<file path="src/rtl/hazard_unit_sb_pkg.sv">
// Shared constants and helpers for the ID/EX hazard unit and its scoreboard.
package hazard_pkg;

  localparam logic [1:0] FWD_RF  = 2'b00;
  localparam logic [1:0] FWD_MEM = 2'b10;
  localparam logic [1:0] FWD_WB  = 2'b01;

  localparam int DEF_REG_AW   = 5;
  localparam int DEF_NUM_REGS = 32;

  // Widest register index the match helper handles; callers zero-extend into it.
  localparam int MAX_AW = 8;

  // True when a producer writes a real register (not x0) that the consumer reads.
  function automatic logic rd_match(input logic [MAX_AW-1:0] rd,
                                    input logic [MAX_AW-1:0] rs);
    return (rd != '0) && (rd == rs);
  endfunction

endpackage

</file>
<file path="src/rtl/hazard_unit_sb_if.sv">
// Pipeline-to-hazard-unit signal bundle; master is the pipeline, slave the hazard unit.
interface hazard_unit_sb_if import hazard_pkg::*; #(
  parameter int REG_AW   = DEF_REG_AW,
  parameter int NUM_REGS = DEF_NUM_REGS,
  parameter int CNT_W    = 16
) ();

  logic [REG_AW-1:0]   id_rs1;
  logic [REG_AW-1:0]   id_rs2;
  logic                id_rs1_used;
  logic                id_rs2_used;
  logic [REG_AW-1:0]   id_rd;
  logic                id_reg_write;
  logic                id_is_mdu;
  logic                id_valid;
  logic                ex_mem_read;
  logic [REG_AW-1:0]   ex_rd;
  logic [REG_AW-1:0]   mem_rd;
  logic [REG_AW-1:0]   wb_rd;
  logic                mem_reg_write;
  logic                wb_reg_write;
  logic                mdu_issue;
  logic [REG_AW-1:0]   mdu_issue_rd;
  logic                mdu_done;
  logic [REG_AW-1:0]   mdu_done_rd;
  logic                mdu_busy;
  logic                branch_taken;

  logic                stall;
  logic                flush_if_id;
  logic                flush_id_ex;
  logic [1:0]          forward_a;
  logic [1:0]          forward_b;
  logic [NUM_REGS-1:0] sb_busy;
  logic [CNT_W-1:0]    stall_cycles;

  modport master (
    output id_rs1, id_rs2, id_rs1_used, id_rs2_used, id_rd, id_reg_write,
           id_is_mdu, id_valid, ex_mem_read, ex_rd, mem_rd, wb_rd,
           mem_reg_write, wb_reg_write, mdu_issue, mdu_issue_rd, mdu_done,
           mdu_done_rd, mdu_busy, branch_taken,
    input  stall, flush_if_id, flush_id_ex, forward_a, forward_b, sb_busy,
           stall_cycles
  );

  modport slave (
    input  id_rs1, id_rs2, id_rs1_used, id_rs2_used, id_rd, id_reg_write,
           id_is_mdu, id_valid, ex_mem_read, ex_rd, mem_rd, wb_rd,
           mem_reg_write, wb_reg_write, mdu_issue, mdu_issue_rd, mdu_done,
           mdu_done_rd, mdu_busy, branch_taken,
    output stall, flush_if_id, flush_id_ex, forward_a, forward_b, sb_busy,
           stall_cycles
  );

endinterface

</file>
<file path="src/rtl/hazard_unit_sb_scoreboard.sv">
// Per-register busy bits for in-flight MDU results, with RAW/WAW lookups for ID.
module hazard_scoreboard #(
  parameter int NUM_REGS = 32,
  parameter int REG_AW   = 5
) (
  input  logic                clk,
  input  logic                rst_n,
  input  logic                issue,
  input  logic [REG_AW-1:0]   issue_rd,
  input  logic                done,
  input  logic [REG_AW-1:0]   done_rd,
  input  logic [REG_AW-1:0]   rs1,
  input  logic [REG_AW-1:0]   rs2,
  input  logic [REG_AW-1:0]   rd,
  output logic [NUM_REGS-1:0] busy,
  output logic                rs1_busy,
  output logic                rs2_busy,
  output logic                rd_busy
);

  logic [NUM_REGS-1:0] busy_nxt;

  // Clear on completion first so a same-cycle issue to the same register wins.
  always_comb begin
    busy_nxt = busy;
    if (done) busy_nxt[done_rd] = 1'b0;
    if (issue && (issue_rd != '0)) busy_nxt[issue_rd] = 1'b1;
    busy_nxt[0] = 1'b0;
  end

  // Busy vector register.
  always_ff @(posedge clk or negedge rst_n) begin
    if (!rst_n) busy <= '0;
    else        busy <= busy_nxt;
  end

  assign rs1_busy = busy[rs1];
  assign rs2_busy = busy[rs2];
  assign rd_busy  = busy[rd];

endmodule

</file>
<file path="src/rtl/hazard_unit_sb.sv">
// ID/EX hazard unit: forwarding, load-use bubbles, MDU scoreboard stalls,
// branch flush (overrides stall) and a saturating stall-cycle counter.
module hazard_unit_sb import hazard_pkg::*; #(
  parameter int NUM_REGS     = DEF_NUM_REGS,
  parameter int REG_AW       = DEF_REG_AW,
  parameter int LOAD_BUBBLES = 1,
  parameter int CNT_W        = 16
) (
  input logic             clk,
  input logic             rst_n,
  hazard_unit_sb_if.slave hif
);

  // Extra bubbles beyond the detection cycle; 0 when a single bubble suffices.
  localparam logic [1:0] BUB_INIT = 2'(LOAD_BUBBLES - 1);

  logic [1:0]       bub_cnt;
  logic [CNT_W-1:0] stall_cnt;
  logic [1:0]       fwd_a;
  logic [1:0]       fwd_b;
  logic             rs1_busy;
  logic             rs2_busy;
  logic             rd_busy;
  logic             load_use;
  logic             sb_stall;
  logic             flush;
  logic             stall_int;

  hazard_scoreboard #(
    .NUM_REGS (NUM_REGS),
    .REG_AW   (REG_AW)
  ) u_scoreboard (
    .clk      (clk),
    .rst_n    (rst_n),
    .issue    (hif.mdu_issue),
    .issue_rd (hif.mdu_issue_rd),
    .done     (hif.mdu_done),
    .done_rd  (hif.mdu_done_rd),
    .rs1      (hif.id_rs1),
    .rs2      (hif.id_rs2),
    .rd       (hif.id_rd),
    .busy     (hif.sb_busy),
    .rs1_busy (rs1_busy),
    .rs2_busy (rs2_busy),
    .rd_busy  (rd_busy)
  );

  // Operand forwarding; the younger MEM result shadows WB.
  always_comb begin
    fwd_a = FWD_RF;
    fwd_b = FWD_RF;
    if (hif.mem_reg_write && rd_match(MAX_AW'(hif.mem_rd), MAX_AW'(hif.id_rs1)))
      fwd_a = FWD_MEM;
    else if (hif.wb_reg_write && rd_match(MAX_AW'(hif.wb_rd), MAX_AW'(hif.id_rs1)))
      fwd_a = FWD_WB;
    if (hif.mem_reg_write && rd_match(MAX_AW'(hif.mem_rd), MAX_AW'(hif.id_rs2)))
      fwd_b = FWD_MEM;
    else if (hif.wb_reg_write && rd_match(MAX_AW'(hif.wb_rd), MAX_AW'(hif.id_rs2)))
      fwd_b = FWD_WB;
  end

  // Stall sources; MDU results are not forwarded, so busy registers must wait for writeback.
  always_comb begin
    load_use = hif.id_valid && hif.ex_mem_read &&
               ((hif.id_rs1_used && rd_match(MAX_AW'(hif.ex_rd), MAX_AW'(hif.id_rs1))) ||
                (hif.id_rs2_used && rd_match(MAX_AW'(hif.ex_rd), MAX_AW'(hif.id_rs2))));
    sb_stall = hif.id_valid &&
               ((hif.id_rs1_used && rs1_busy) ||
                (hif.id_rs2_used && rs2_busy) ||
                (hif.id_reg_write && rd_busy) ||
                (hif.id_is_mdu && hif.mdu_busy));
    flush     = hif.branch_taken;
    stall_int = !flush && (load_use || (bub_cnt != 2'd0) || sb_stall);
  end

  // Bubble counter: extends a load-use stall; a redirect abandons the remaining bubbles.
  always_ff @(posedge clk or negedge rst_n) begin
    if (!rst_n)                         bub_cnt <= 2'd0;
    else if (flush)                     bub_cnt <= 2'd0;
    else if (bub_cnt != 2'd0)           bub_cnt <= bub_cnt - 2'd1;
    else if (load_use)                  bub_cnt <= BUB_INIT;
  end

  // Saturating count of stalled cycles.
  always_ff @(posedge clk or negedge rst_n) begin
    if (!rst_n)                             stall_cnt <= '0;
    else if (stall_int && (stall_cnt != '1)) stall_cnt <= stall_cnt + CNT_W'(1);
  end

  assign hif.stall        = stall_int;
  assign hif.flush_if_id  = flush;
  assign hif.flush_id_ex  = flush;
  assign hif.forward_a    = fwd_a;
  assign hif.forward_b    = fwd_b;
  assign hif.stall_cycles = stall_cnt;

endmodule

</file>
<file path="src/flat_wrapper.sv">
// flat-port wrapper written by rule: the top's interface ports become plain ports
module hazard_unit_sb_flat import hazard_pkg::*;
#(
  parameter int NUM_REGS     = DEF_NUM_REGS,
  parameter int REG_AW       = DEF_REG_AW,
  parameter int LOAD_BUBBLES = 1,
  parameter int CNT_W        = 16
)
  (clk, rst_n, hif_id_rs1, hif_id_rs2, hif_id_rs1_used, hif_id_rs2_used, hif_id_rd, hif_id_reg_write, hif_id_is_mdu, hif_id_valid, hif_ex_mem_read, hif_ex_rd, hif_mem_rd, hif_wb_rd, hif_mem_reg_write, hif_wb_reg_write, hif_mdu_issue, hif_mdu_issue_rd, hif_mdu_done, hif_mdu_done_rd, hif_mdu_busy, hif_branch_taken, hif_stall, hif_flush_if_id, hif_flush_id_ex, hif_forward_a, hif_forward_b, hif_sb_busy, hif_stall_cycles);
  hazard_unit_sb_if #(.REG_AW(REG_AW), .NUM_REGS(NUM_REGS), .CNT_W(CNT_W)) hif_i ();
  input logic clk;
  input logic rst_n;
  input wire logic [$bits(hif_i.id_rs1)-1:0] hif_id_rs1;
  input wire logic [$bits(hif_i.id_rs2)-1:0] hif_id_rs2;
  input wire logic [$bits(hif_i.id_rs1_used)-1:0] hif_id_rs1_used;
  input wire logic [$bits(hif_i.id_rs2_used)-1:0] hif_id_rs2_used;
  input wire logic [$bits(hif_i.id_rd)-1:0] hif_id_rd;
  input wire logic [$bits(hif_i.id_reg_write)-1:0] hif_id_reg_write;
  input wire logic [$bits(hif_i.id_is_mdu)-1:0] hif_id_is_mdu;
  input wire logic [$bits(hif_i.id_valid)-1:0] hif_id_valid;
  input wire logic [$bits(hif_i.ex_mem_read)-1:0] hif_ex_mem_read;
  input wire logic [$bits(hif_i.ex_rd)-1:0] hif_ex_rd;
  input wire logic [$bits(hif_i.mem_rd)-1:0] hif_mem_rd;
  input wire logic [$bits(hif_i.wb_rd)-1:0] hif_wb_rd;
  input wire logic [$bits(hif_i.mem_reg_write)-1:0] hif_mem_reg_write;
  input wire logic [$bits(hif_i.wb_reg_write)-1:0] hif_wb_reg_write;
  input wire logic [$bits(hif_i.mdu_issue)-1:0] hif_mdu_issue;
  input wire logic [$bits(hif_i.mdu_issue_rd)-1:0] hif_mdu_issue_rd;
  input wire logic [$bits(hif_i.mdu_done)-1:0] hif_mdu_done;
  input wire logic [$bits(hif_i.mdu_done_rd)-1:0] hif_mdu_done_rd;
  input wire logic [$bits(hif_i.mdu_busy)-1:0] hif_mdu_busy;
  input wire logic [$bits(hif_i.branch_taken)-1:0] hif_branch_taken;
  output wire logic [$bits(hif_i.stall)-1:0] hif_stall;
  output wire logic [$bits(hif_i.flush_if_id)-1:0] hif_flush_if_id;
  output wire logic [$bits(hif_i.flush_id_ex)-1:0] hif_flush_id_ex;
  output wire logic [$bits(hif_i.forward_a)-1:0] hif_forward_a;
  output wire logic [$bits(hif_i.forward_b)-1:0] hif_forward_b;
  output wire logic [$bits(hif_i.sb_busy)-1:0] hif_sb_busy;
  output wire logic [$bits(hif_i.stall_cycles)-1:0] hif_stall_cycles;
  assign hif_i.id_rs1 = hif_id_rs1;
  assign hif_i.id_rs2 = hif_id_rs2;
  assign hif_i.id_rs1_used = hif_id_rs1_used;
  assign hif_i.id_rs2_used = hif_id_rs2_used;
  assign hif_i.id_rd = hif_id_rd;
  assign hif_i.id_reg_write = hif_id_reg_write;
  assign hif_i.id_is_mdu = hif_id_is_mdu;
  assign hif_i.id_valid = hif_id_valid;
  assign hif_i.ex_mem_read = hif_ex_mem_read;
  assign hif_i.ex_rd = hif_ex_rd;
  assign hif_i.mem_rd = hif_mem_rd;
  assign hif_i.wb_rd = hif_wb_rd;
  assign hif_i.mem_reg_write = hif_mem_reg_write;
  assign hif_i.wb_reg_write = hif_wb_reg_write;
  assign hif_i.mdu_issue = hif_mdu_issue;
  assign hif_i.mdu_issue_rd = hif_mdu_issue_rd;
  assign hif_i.mdu_done = hif_mdu_done;
  assign hif_i.mdu_done_rd = hif_mdu_done_rd;
  assign hif_i.mdu_busy = hif_mdu_busy;
  assign hif_i.branch_taken = hif_branch_taken;
  assign hif_stall = hif_i.stall;
  assign hif_flush_if_id = hif_i.flush_if_id;
  assign hif_flush_id_ex = hif_i.flush_id_ex;
  assign hif_forward_a = hif_i.forward_a;
  assign hif_forward_b = hif_i.forward_b;
  assign hif_sb_busy = hif_i.sb_busy;
  assign hif_stall_cycles = hif_i.stall_cycles;
  hazard_unit_sb #(.NUM_REGS(NUM_REGS), .REG_AW(REG_AW), .LOAD_BUBBLES(LOAD_BUBBLES), .CNT_W(CNT_W)) u_core (.clk(clk), .rst_n(rst_n), .hif(hif_i));
endmodule
</file>
<file path="config.mk">
export PLATFORM = sky130hd
export DESIGN_NAME = hazard_unit_sb_flat
export DESIGN_NICKNAME = d
export VERILOG_FILES = /design/src/rtl/hazard_unit_sb_pkg.sv /design/src/rtl/hazard_unit_sb_if.sv /design/src/rtl/hazard_unit_sb_scoreboard.sv /design/src/rtl/hazard_unit_sb.sv /design/src/flat_wrapper.sv
export SDC_FILE = /design/constraint.sdc
export NUM_CORES = 1
export LEC_CHECK = 0
export ABC_AREA = 0
export BUFFER_PORTS_ARGS = -buffer_cell sky130_fd_sc_hd__clkbuf_2
export CAP_MARGIN = 10
export CORE_MARGIN = 4
export CORE_UTILIZATION = 52
export CTS_BUF_LIST = sky130_fd_sc_hd__clkbuf_16
export DETAILED_ROUTE_END_ITERATION = 8
export PLACE_DENSITY = 0.8
export SLEW_MARGIN = 20
export SYNTH_ARGS = -nofsm -noshare
export SYNTH_HDL_FRONTEND = slang
export SYNTH_SLANG_ARGS = --single-unit
</file>
<file path="constraint.sdc">
create_clock -name clk -period 3.65 [get_ports clk]
set_input_delay 0.73 -clock clk [delete_from_list [all_inputs] [get_ports clk]]
set_output_delay 0.73 -clock clk [all_outputs]
set_load 0.05 [all_outputs]
</file>
==> Word-level counts from Yosys, hierarchy flattened <==
Index checks and enable logic that the tools add are counted.
{ "totals": {"mem_bits_ro": 0, "ramBits": 0, "input_bits": 54, "out_inout_bits": 55, "latch_bits": 0, "memories": 0, "register_bits": 49} }
{ "classes": {"n_bitwise": 3, "magnitude_cmp": 7, "n_eq_ne": 7, "n_reduce_logical": 37, "shift": 0, "multipliers": 0, "addsub": 2, "div": 0, "mux": 19} }
{ "op_table": {"columns": ["operator", "count"], "rows": [
  ["$mux W32", 2],
  ["$and A32 B32 Y32", 1],
  ["$not A32 Y32", 1],
  ["$or A32 B32 Y32", 1],
  ["$eq A5 B5 Y1", 6],
  ["$lt A5 B6 Y1 const B", 5],
  ["$logic_and A1 B1 Y1", 24],
  ["$reduce_bool A5 Y1", 4],
  ["$add A16 B1 Y16 const B", 1],
  ["$ne A16 B16 Y1 const B", 1],
  ["$bmux W1 S5", 3],
  ["$demux W1 S5", 2],
  ["$ge A5 B1 Y1 const B", 2],
  ["$mux W2", 5],
  ["$mux W1", 7],
  ["$logic_or A1 B1 Y1", 6],
  ["$reduce_bool A3 Y1", 1],
  ["$reduce_bool A2 Y1", 1],
  ["$sub A2 B1 Y2 const B", 1],
  ["$logic_not A1 Y1", 1]
]} }

==> Longest topological paths before layout <==
Gate-level depths: netlist of run 1.
{ "logic_depth": {"depth_word": 10, "ltp_mapped": 9} }

==> Cells and area by module <==
From an unflattened synthesis of run 1, not the netlist that was laid out.
{ "hier_totals": {"cells_unflattened": 368, "hier_area_um2": 3502.1} }
{ "by_module_without_submodules": {"columns": ["module", "cells_each", "area_per_inst_um2", "seq_area_each_um2", "instances"], "rows": [
  ["hazard_scoreboard", 230, 2149.6, 775.7, 1],
  ["hazard_unit_sb", 138, 1352.5, 450.4, 1]
]} }

==> Worst setup path before layout of run 1 <==
OpenSTA, ideal clock, no wires.
{ "synth_timing": {"path_type": "input to output", "from": "input port hif_id_rs1[2]", "to": "output port hif_forward_a[0]", "stages": 5, "t_arrival_ps": 3642, "n_path_buf": 1, "setup_slack_ps": -722, "path_cell_list": "clkbuf_1 xnor2_1 nand3_1 nor4_1 nor4_1"} }
{ "synth_between": {"elab_chain_len": 5, "word_cells_on_any_way": 8, "cone_classes": "eq/ne: 2; mux: 2; reduce/logical: 4"} }
{ "synth_lines": {"columns": ["item", "line_no", "text"], "rows": [
  ["from (decl)", "flat_wrapper.sv:13", "input wire logic [$bits(hif_i.id_rs1)-1:0] hif_id_rs1;"],
  ["$eq A5 B5 Y1", "hazard_unit_sb_pkg.sv:17", "return (rd != '0) && (rd == rs);"],
  ["$logic_and A1 B1 Y1", "hazard_unit_sb_pkg.sv:17", null],
  ["$logic_and A1 B1 Y1", "hazard_unit_sb.sv:54", "else if (hif.wb_reg_write && rd_match(MAX_AW'(hif.wb_rd), MAX_AW'(hif.id_rs1)))"],
  ["$mux W1", "hazard_unit_sb.sv:54", null],
  ["$mux W2 (*)", "hazard_unit_sb.sv:52", "if (hif.mem_reg_write && rd_match(MAX_AW'(hif.mem_rd), MAX_AW'(hif.id_rs1)))"],
  ["to (decl)", "flat_wrapper.sv:36", "output wire logic [$bits(hif_i.forward_a)-1:0] hif_forward_a;"]
]} }
Every way passes the cells marked *; elsewhere a longest branch is shown, timed or not.

==> Worst setup path after layout of run 1 <==
{ "layout_timing": {"from": "input port hif_id_rs2[1]", "to": "output port hif_stall"} }
{ "layout_between": {"elab_chain_len": 9, "word_cells_on_any_way": 15, "cone_classes": "eq/ne: 1; mux: 2; reduce/logical: 12"} }
{ "layout_lines": {"columns": ["item", "line_no", "text"], "rows": [
  ["from (decl)", "flat_wrapper.sv:14", "input wire logic [$bits(hif_i.id_rs2)-1:0] hif_id_rs2;"],
  ["$bmux W1 S5", "hazard_unit_sb_scoreboard.sv:38", "assign rs2_busy = busy[rs2];"],
  ["$mux W1 (not written as such)", "hazard_unit_sb_scoreboard.sv:38", null],
  ["$logic_and A1 B1 Y1", "hazard_unit_sb.sv:69", "(hif.id_rs2_used && rs2_busy) ||"],
  ["$logic_or A1 B1 Y1", "hazard_unit_sb.sv:68", "((hif.id_rs1_used && rs1_busy) ||"],
  ["$logic_or A1 B1 Y1", "hazard_unit_sb.sv:69", null],
  ["$logic_or A1 B1 Y1", "hazard_unit_sb.sv:70", "(hif.id_reg_write && rd_busy) ||"],
  ["$logic_and A1 B1 Y1", "hazard_unit_sb.sv:67", "sb_stall = hif.id_valid &&"],
  ["$logic_or A1 B1 Y1 (*)", "hazard_unit_sb.sv:73", "stall_int = !flush && (load_use || (bub_cnt != 2'd0) || sb_stall);"],
  ["$logic_and A1 B1 Y1 (*)", "hazard_unit_sb.sv:73", null],
  ["to (decl)", "flat_wrapper.sv:33", "output wire logic [$bits(hif_i.stall)-1:0] hif_stall;"]
]} }
Every way passes the cells marked *; elsewhere a longest branch is shown, timed or not. The select of a mux whose other input is x is not followed.

==> metrics.md, run 1 <==
| Metric | Value |
|---|---|
| Status | `finished clean` |
| Critical R2R Capture | `u_core.hif.stall_cycles[1]` |
| ANT nets after route | `0` |
| Tmin final | `3530 ps` |
| Clock Skew | `5.97 ps` |
| Reg2reg path depth | `8` |
| GP Congestion | `0.887` |
| Worst vdd ir | `0.328 mV` |
| CP endpoint kind | `primary output` |
| Nets | `495` |
| Hold Crit Class | `register to register` |
| Placed cell area | `4060 µm²` |
| Die ar. | `8000 µm²` |
| Tcrit/Tclk final | `0.968` |
| Wl on met1 | `3.98 mm` |
| Hold path depth | `1` |
| FF-to-FF Start | `u_core.u_scoreboard.busy[17]` |
| Max-slew violation count | `0` |
| FF-to-FF setup slack | `950 ps` |
| Total GRT Usage | `0.260` |
| Fmax | `283 MHz` |
| Sequential area share after synthesis | `0.356` |
| Clock Latency Late Sink | `290 ps` |
| WP data required | `2920 ps` |
| Cells after synthesis | `337` |
| Post-route setup TNS | `0 ps` |
| Vias in the first global route | `3188` |
| Ys async rst share | `1.00` |
| Cell taking the most area after synthesis | `dfrtp_1` |
| Average size of a mapped cell | `10.2 µm²` |
| Clock Sinks | `49` |
| Via/cell ratio | `6.43` |
| Design area | `4200 µm²` |
| First-pass GRT wire length | `15.8 mm` |
| Largest net degree at the start of global routing | `33` |
| Synth Flop Type | `dfrtp_1` |
| Highest net fanout along the worst path | `5` |
| Share of cells above drive strength 1 | `0.351` |
| Initial Util | `0.540` |
| DRT Pass-1 Iters | `8` |
| Library cells used by synthesis | `48` |
| Static leakage | `1.88 nW` |
| Routed length on met2 | `5.04 mm` |
| H-tree Lvls | `2` |
| Synthesized Nets | `392` |
| Yosys warns | `0` |
| TritonCTS clock tree | `built` |
| Bufs on Longest Clock Path | `2` |
| Die height | `89.4 µm` |
| Slew @ Worst Pin | `804 ps` |
| Grt total ovfl | `0` |
| Setup violators final | `0` |
| Area Growth Syn to Fin | `21.9%` |
| Crit path kind | `input pin to primary output` |
| Post-Route WL | `10.2 mm` |
| Number of synthesized flops with an enable pin | `0` |
| Routed wire length on met3 | `947 µm` |
| Top routing layer in use | `met4` |
| Yosys reg bits | `49` |
| Hpwl dp | `7.66 mm` |
| Site Rows | `29` |
| Power Dens Cells | `530 nW/µm²` |
| Synth top area cells | `dfrtp_1 36%, mux4_2 12%, o21ai_0 9.7%, xnor2_1 5.8%, xor2_1 4.8%` |
| Num ports | `109` |
| WP data arrival | `2800 ps` |
| Vias | `3329` |
| Mapped Area | `3450 µm²` |
| DRC | `0` |
| Root Buffer Master | `clkbuf_16` |
| Hold Crit Start | `u_core.bub_cnt[0]` |
| Power, Total | `0.00223 W` |
| Worst Hold End | `u_core.bub_cnt[0]` |
| Iter 0 DRT Violations | `278` |
| Clk pin slew, worst setup/hold paths | `70 ps` |
| Max_cap viols | `0` |
| Synth top area share | `0.356` |
| Initial antenna violation count | `0` |
| Max-slew headroom | `0.464` |
| Total CTS buffers | `5` |
| CP Launch Type | `input pin` |
| Crit path launch | `hif_id_rs2[1]` |
| Endpoints failing hold | `0` |
| RSZ-0062 raised after global routing | `false` |
| Core area | `6390 µm²` |
| Diode count | `0` |
| Port Buffers | `107` |
| WL/cell | `19.7 µm` |
| Die W | `89.4 µm` |
## kinds of logic after synthesis
family	share of synthesized area
simple gates	0.193
compound gates	0.120
flops	0.356
xor+xnor	0.107
mux	0.189
buf+inv	0.0319
fa+ha+maj	0.00363
other cells	0.00109
## report_power, final
part,internal (W),switching [W]
registers,0.000649,0.000163
clock network,0.000249,0.000191
logic,0.000318,0.000659
total,0.00122,0.00101
## final cells by class
type,count,area [µm²]
tap,77,96.3
timing repair buffer,114,588
multi-input combinational,267,2140
fill,522,2180
sequential,49,1230
clock inverter,3,13.8
inverter,3,11.3
clock buffer,5,125
## stage by stage
| stage | setup slack [ps] | instances | util | hold WS [ps] |
|---|---|---|---|---|
| 6_report | 118 | 518 | 0.658 | 476 |
| 4_1_cts | 114 | 518 | 0.657 | 481 |
| 3_5_place_dp | 129 | 510 | 0.636 | 471 |
| 5_1_grt | 35.7 | 518 | 0.658 | 510 |
| 2_1_floorplan | 163 | 337 | - | 434 |
| 3_3_place_gp | 164 | 510 | 0.636 | 461 |
## layer usage
metal | vias up | global-route usage
met2 | 210 | 0.431
met1 | 1602 | 0.351
met3 | 30 | 0.0369
met5 | - | 0
li1 | 1487 | -
met4 | 0 | 0.0866
## cells in the mapped netlist, drive strengths merged, types with 7 or more instances
cell type	number
o21ai	67
dfrtp	49
xnor2	23
mux4	21
nand2	19
xor2	19
nand3	17
mux2i	11
buf	10
nand3b	10
clkbuf	8
nand4	8
nor2	7
## critical path, cell delays in order
cell and delay (ps):
clkbuf_2 170, mux4_1 570, mux4_2 470, or2_0 210, nand4_1 130, nand4_4 110
and2_4 170, clkbuf_2 230
## flip-flops by register name, summed over array words and instances, names as in the netlist
name	count
u_core.u_scoreboard.busy	31
u_core.hif.stall_cycles	16
u_core.bub_cnt	2
## how the worst max path moves through the flow
stage | slack, ps | depth (start not counted) | end
after global routing | 40 | 8 | hif_stall
after floorplan | 160 | 4 | hif_forward_a[0]
after global placement | 160 | 8 | hif_stall
after CTS | 110 | 8 | hif_stall
after detailed placement | 130 | 8 | hif_stall
final | 120 | 8 | hif_stall
## layout by cell type, fill, tap and decap left out, types with 7 or more instances in the layout
cell type / count
nand3_1: 17
xor2_1: 19
o21ai_0: 67
nor2_1: 7
buf_4: 7
nand3b_1: 10
clkbuf_2: 107
dfrtp_1: 49
mux4_2: 18
xnor2_1: 23
mux2i_1: 11
nand2_1: 19
nand4_1: 7
## repair_timing
action | 4_1_cts | 5_1_grt
hold buffers | 0 | 0
endpoints found under the setup margin | 0 | 1
setup buffers | 0 | 0
gates resized for setup | 0 | 1
(Power assumes the default switching activity.)
==> inputs of run 2 (changes only) <==
--- a/config.mk
+++ b/config.mk
@@ -8,6 +8,7 @@
 export ABC_AREA = 0
 export BUFFER_PORTS_ARGS = -buffer_cell sky130_fd_sc_hd__clkbuf_2
 export CAP_MARGIN = 10
+export CORE_ASPECT_RATIO = 1.1
 export CORE_MARGIN = 4
 export CORE_UTILIZATION = 52
 export CTS_BUF_LIST = sky130_fd_sc_hd__clkbuf_16
==> run 2 against run 1 <==
  * Clock-buffer cell count did not move
  * Clock power is 6.4% higher
  * Maximum frequency down 0.26%
  * Final area is 0.21% higher
  * Non-clock buffer count decreased by 1
  * Power increased by 1.2%
  * First-iteration DRC count is 12% higher
  * Die area hardly changed
  * Sequential power increased by 1%
  * Clock skew about the same
  * Hold slack lost 8.1 ps
  * Largest cell class unchanged
==> metrics.md, run 2 (same netlist as run 1, synthesis figures left out) <==
| Metric | Value |
|---|---|
| Status | `finished clean` |
| Area Growth Syn to Fin | `22.2%` |
| Core area | `6310 µm² (-1.3%)` |
| Crit path kind | `input pin to primary output` |
| Fillers | `496 (-5.0%)` |
| Clock Sinks | `49 (unchanged)` |
| Total GRT Usage | `0.257 (-0.00238)` |
| Sequential Power Share | `0.364 (about the same)` |
| Diode count | `0 (unchanged)` |
| TritonCTS clock tree | `built` |
| Most common cell after layout, fill and taps aside | `clkbuf_2` |
| Static leakage | `1.86 nW (-0.62%)` |
| Post-Place Cells | `512 (+0.39%)` |
| Site Rows | `30 (+3.4%)` |
| Post-route setup TNS | `0 ps (unchanged)` |
| Slew @ Worst Pin | `679 ps (-125 ps)` |
| Total CTS buffers | `5 (unchanged)` |
| DRC | `0 (unchanged)` |
| Worst vdd ir | `0.587 mV (+79%)` |
| Die ar. | `8000 µm² (about the same)` |
| WP data arrival | `2810 ps (about the same)` |
| Clock power share | `0.208 (+0.011)` |
| P_int | `0.00122 W (+0.67%)` |
| Clk pin slew, worst setup/hold paths | `70 ps (about the same)` |
| Hold_buf cts | `0 (unchanged)` |
| WL/cell | `19.4 µm (-1.7%)` |
| Clock Latency Late Sink | `290 ps (about the same)` |
| GP Congestion | `0.929 (+4.7%)` |
| Power, Total | `0.00226 W (+1.2%)` |
| Die height | `93.4 µm (+4.4%)` |
| Largest net degree at the start of global routing | `29 (-12%)` |
| Net switching fraction of the power | `0.457 (+0.00287)` |
| Fmax | `282 MHz (-0.26%)` |
| Grt total ovfl | `0 (unchanged)` |
| RSZ-0062 raised after global routing | `false` |
| Setup violators final | `0 (unchanged)` |
| Via/cell ratio | `6.42 (-0.12%)` |
| First-pass GRT wire length | `16.2 mm (+2.3%)` |
| Die W | `85.6 µm (-4.2%)` |
| Root Buffer Master | `clkbuf_16` |
| Vias in the first global route | `3197 (+0.28%)` |
| Bufs on Longest Clock Path | `2 (unchanged)` |
| Endpoints failing hold | `0 (unchanged)` |
| Reg2reg path depth | `8 (unchanged)` |
| ANT nets after route | `0 (unchanged)` |
| Vias | `3338 (+0.27%)` |
| Iter 0 DRT Violations | `311 (+12%)` |
| Tmin final | `3540 ps (+9.05 ps)` |
| DRT Pass-1 Iters | `5 (-3)` |
| Highest net fanout along the worst path | `5 (unchanged)` |
| Post-Layout Cell Count | `520 (+0.39%)` |
| Clock Skew | `5.71 ps (-0.262 ps)` |
| Max-slew violation count | `0 (unchanged)` |
| CP endpoint kind | `primary output` |
| Power Dens Cells | `535 nW/µm² (+0.99%)` |
| WP data required | `2920 ps (about the same)` |
| Max_cap viols | `0 (unchanged)` |
| Top reg by flops | `u_core.u_scoreboard.busy` |
| Port Buffers | `107 (unchanged)` |
| Hpwl dp | `7.54 mm (-1.7%)` |
| Logic pwr share | `0.428 (-0.010)` |
| Max-slew headroom | `0.547 (+0.0833)` |
| Net Switching | `0.00103 W (+1.8%)` |
| Most frequent cells in the layout | `107 x clkbuf_2, 67 x o21ai_0, 49 x dfrtp_1` |
| H-tree Lvls | `2 (unchanged)` |
| Hold Crit Class | `input pin to asynchronous set/reset pin` |
| Post-Route WL | `10.1 mm (-1.3%)` |
| Initial Util | `0.547 (+0.00686)` |
| CP Launch Type | `input pin` |
| Num ports | `109 (unchanged)` |
| Tcrit/Tclk final | `0.970 (+0.00248)` |
| Number of flip-flops in the largest register | `31 (unchanged)` |
| Nets | `494 (-0.20%)` |
| Initial antenna violation count | `0 (unchanged)` |
| Share of cells above drive strength 1 | `0.352 (+0.000799)` |
run 2: cell types whose count changed in the layout (fill, tap and decap cells not counted):
cell        previous run  this run
buf_4                  7         6
inv_1                  4         3
clkinv_2               2         0
inv_8                  0         1
clkinvlp_4             0         2
run 2: metrics by stage:
| step | worst slack, ps | hold WS [ps] | utilization | area [µm²] |
|---|---|---|---|---|
| floorplan | 163 | 434 | - | 3470 |
| global placement | 175 | 468 | 0.643 | 4060 |
| detailed placement | 105 | 481 | 0.643 | 4060 |
| CTS | 102 | 485 | 0.667 | 4210 |
| global route | 19.2 | 509 | 0.668 | 4210 |
| finish | 109 | 468 | 0.668 | 4210 |
run 2: what timing repair did:
action | in CTS | in global routing
buffers inserted | 0 | 0
resized for setup | 0 | 1
setup endpoints to repair | 0 | 1
run 2: final timing paths:
check / from / end / slack, ps
max: hif_id_rs2[1] / hif_stall / 110
min: rst_n / u_core.u_scoreboard.busy[9] / 470
max reg2reg: u_core.u_scoreboard.busy[21] / u_core.hif.stall_cycles[14] / 950
min reg2reg: u_core.hif.stall_cycles[11] / u_core.hif.stall_cycles[11] / 490
max in group asynchronous: rst_n / u_core.hif.stall_cycles[13] / 2440
min in group clk: u_core.hif.stall_cycles[11] / u_core.hif.stall_cycles[11] / 490
run 2: routing by layer:
metal,global-route usage,part of all wire
met5,0,0
met4,0.113,0.028
met3,0.0485,0.10
met2,0.402,0.47
met1,0.348,0.40
run 2: final cells by class:
class / instances / area (µm²) / share of cell area
Timing Repair Buffer: 113 / 581 / 0.138
Inverter: 3 / 11.3 / 0.00267
Tap cell: 80 / 100 / 0.0238
Clock inverter: 3 / 26.3 / 0.00624
Clock buffer: 5 / 125 / 0.0297
Multi-Input combinational cell: 267 / 2140 / 0.509
Sequential cell: 49 / 1230 / 0.291
run 2: worst max-delay path: stages:
cell and delay (ps):
clkbuf_2 170, mux4_1 570, mux4_2 480, or2_0 220, nand4_1 140, nand4_4 110
and2_4 160, clkbuf_2 230
run 2: power groups by stage:
| stage | clock network, W | logic [W] | registers [W] |
|---|---|---|---|
| after floorplan | 0 | 0.000353 | 0.00113 |
| after global placement | 0 | 0.000940 | 0.000816 |
| after detailed placement | 0 | 0.000959 | 0.000824 |
| after CTS | 0.000471 | 0.000965 | 0.000812 |
| after global routing | 0.000496 | 0.00102 | 0.000836 |
| final | 0.000468 | 0.000966 | 0.000821 |
==> inputs of run 3 (changes only) <==
--- a/config.mk
+++ b/config.mk
@@ -8,9 +8,11 @@
 export ABC_AREA = 0
 export BUFFER_PORTS_ARGS = -buffer_cell sky130_fd_sc_hd__clkbuf_2
 export CAP_MARGIN = 10
+export CELL_PAD_IN_SITES_DETAIL_PLACEMENT = 0
+export CELL_PAD_IN_SITES_GLOBAL_PLACEMENT = 1
 export CORE_ASPECT_RATIO = 1.1
 export CORE_MARGIN = 4
-export CORE_UTILIZATION = 52
+export CORE_UTILIZATION = 39
 export CTS_BUF_LIST = sky130_fd_sc_hd__clkbuf_16
 export DETAILED_ROUTE_END_ITERATION = 8
 export PLACE_DENSITY = 0.8
==> run 3 against run 2 <==
  * Final area increased by 1.3%
  * Routed wire length increased by 4.9%
  * Die area grew 30%
  * Sequential share of layout area shrank 0.38 points
  * Global-route usage shrank 5.7 points
  * Largest power group unchanged
==> metrics.md, run 3 (same netlist as run 1, synthesis figures left out) <==
| Metric | Value |
|---|---|
| Clk pin slew, worst setup/hold paths | `60 ps (about the same)` |
| CP top delay family | `multiplexers` |
| Tcrit/Tclk final | `0.971 (about the same)` |
| Post-route setup TNS | `0 ps (unchanged)` |
| Max-slew headroom | `0.408 (-0.140)` |
| Most common cell after layout, fill and taps aside | `clkbuf_2` |
| CP Launch Type | `input pin` |
| Vias | `3226 (-3.4%)` |
| Num ports | `109 (unchanged)` |
| ANT nets after route | `0 (unchanged)` |
| Hold Crit Class | `register to register` |
| Total CTS buffers | `5 (unchanged)` |
| Max_cap viols | `0 (unchanged)` |
| Vias in the first global route | `3268 (+2.2%)` |
| Hold Crit Start | `u_core.bub_cnt[0]` |
| FF-to-FF Start | `u_core.u_scoreboard.busy[20]` |
| TritonCTS clock tree | `built` |
| DRC | `0 (unchanged)` |
| Largest net degree at the start of global routing | `38 (+31%)` |
| Nets | `498 (+0.81%)` |
| Initial antenna violation count | `0 (unchanged)` |
| Area Growth Syn to Fin | `23.8%` |
| Worst hold margin | `485 ps (+17.1 ps)` |
| Crit-path slowest cell | `mux4_1` |
| Tmin final | `3540 ps (+2.76 ps)` |
| Total GRT Usage | `0.201 (-0.0566)` |
| WP data required | `2920 ps (about the same)` |
| CP peak stage delay | `580 ps (about the same)` |
| Power Dens Cells | `524 nW/µm² (-2.1%)` |
| Number of flip-flops in the largest register | `31 (unchanged)` |
| Worst vdd ir | `0.352 mV (-40%)` |
| Slew @ Worst Pin | `888 ps (+209 ps)` |
| Die ar. | `10400 µm² (+30%)` |
| Clock Skew | `4.64 ps (-1.07 ps)` |
| RSZ-0062 raised after global routing | `false` |
| Setup violators final | `0 (unchanged)` |
| Port Buffers | `107 (unchanged)` |
| FF-to-FF setup slack | `980 ps (+30 ps)` |
| Highest net fanout along the worst path | `6 (+1)` |
| Static leakage | `1.88 nW (+0.89%)` |
| Clock Latency Late Sink | `280 ps (about the same)` |
| Via/cell ratio | `5.81 (-9.5%)` |
| Post-Route WL | `10.6 mm (+4.9%)` |
| Diode count | `0 (unchanged)` |
| Core area | `8500 µm² (+35%)` |
| Crit path kind | `input pin to primary output` |
| Hpwl dp | `8.08 mm (+7.2%)` |
| Worst Hold End | `u_core.bub_cnt[0]` |
| First-pass GRT wire length | `17.0 mm (+4.8%)` |
| Share of cells above drive strength 1 | `0.354 (+0.00133)` |
| Status | `finished clean` |
| Iter 0 DRT Violations | `215 (-31%)` |
| CP endpoint kind | `primary output` |
| Clock Sinks | `49 (unchanged)` |
| WL/cell | `19.1 µm (-1.7%)` |
| Top reg by flops | `u_core.u_scoreboard.busy` |
| Endpoints failing hold | `0 (unchanged)` |
| Site Rows | `35 (+17%)` |
| GP Congestion | `0.909 (-2.1%)` |
| Worst path cell trace | `clkbuf_2 > mux4_1 > mux4_2 > or2_0 > nand4_1 > nand4_4 > and2_4 > clkbuf_2` |
| Most frequent cells in the layout | `107 x clkbuf_2, 67 x o21ai_0, 49 x dfrtp_1` |
| Post-CTS sizing | `0 (unchanged)` |
| Bufs and invs on worst path | `2 (unchanged)` |
| DRT Pass-1 Iters | `4 (-1)` |
| Hold_buf cts | `0 (unchanged)` |
| Initial Util | `0.406 (-0.141)` |
| Root Buffer Master | `clkbuf_16` |
| Die W | `97.7 µm (+14%)` |
| Hold path depth | `1` |
| WP data arrival | `2810 ps (about the same)` |
| H-tree Lvls | `2 (unchanged)` |
| Die height | `107 µm (+14%)` |
| Reg2reg path depth | `8 (unchanged)` |
| Post-CTS Setup Inserts | `0 (unchanged)` |
| CP dominant cell by count | `clkbuf_2` |
| Critical R2R Capture | `u_core.hif.stall_cycles[1]` |
| Max-slew violation count | `0 (unchanged)` |
| Grt total ovfl | `0 (unchanged)` |
| Power, Total | `0.00224 W (-0.86%)` |
| Bufs on Longest Clock Path | `2 (unchanged)` |
| Fmax | `282 MHz (about the same)` |
run 3: cell count changes in the layout (fill, tap and decap cells not counted):
cell | before | now
inv_8 | 1 | 0
inv_1 | 3 | 4
nor4_1 | 0 | 1
nor4_2 | 5 | 4
buf_4 | 6 | 10
run 3: worst max-delay path by stage:
stage | start | to | slack (ps) | cells past startpoint
6_report | hif_id_rs2[1] | hif_stall | 110 | 8
5_1_grt | hif_id_rs2[1] | hif_stall | 30 | 8
4_1_cts | hif_id_rs2[1] | hif_stall | 100 | 8
3_5_place_dp | hif_id_rs2[1] | hif_stall | 100 | 8
3_3_place_gp | hif_id_rs2[1] | hif_stall | 140 | 8
2_1_floorplan | hif_mem_rd[1] | hif_forward_a[0] | 160 | 4
run 3: layout make-up:
type	count	area (µm²)
clock buffers	5	125
flip-flops and latches	49	1230
multi-input cells	267	2140
inverters	3	11.3
fillers	822	4230
clock inverters	3	18.8
repair buffers	117	611
well taps	111	139
run 3: metrics by stage:
| step | std cells | instance area, µm² | util | setup slack [ps] |
|---|---|---|---|---|
| floorplan | 337 | 3470 | - | 163 |
| finish | 555 | 4270 | 0.502 | 106 |
| global placement | 547 | 4120 | 0.485 | 142 |
| CTS | 555 | 4270 | 0.502 | 96.0 |
| global route | 555 | 4270 | 0.502 | 30.7 |
| detailed placement | 547 | 4120 | 0.485 | 98.2 |
run 3: where the power goes:
part           switching, W  internal, W  total (W)  leakage (nW)
registers          0.000163     0.000649   0.000812         0.624
logic              0.000653     0.000321   0.000974          1.19
clock network      0.000199     0.000251   0.000451        0.0672
total               0.00101      0.00122    0.00224          1.88
run 3: per-layer routing:
metal / vias up / global-route usage / wire, µm
met5: - / 0 / 0
met4: 0 / 0.0544 / 160
li1: 1490 / - / -
met3: 14 / 0.0345 / 734
met2: 145 / 0.337 / 5110
met1: 1577 / 0.269 / 4580
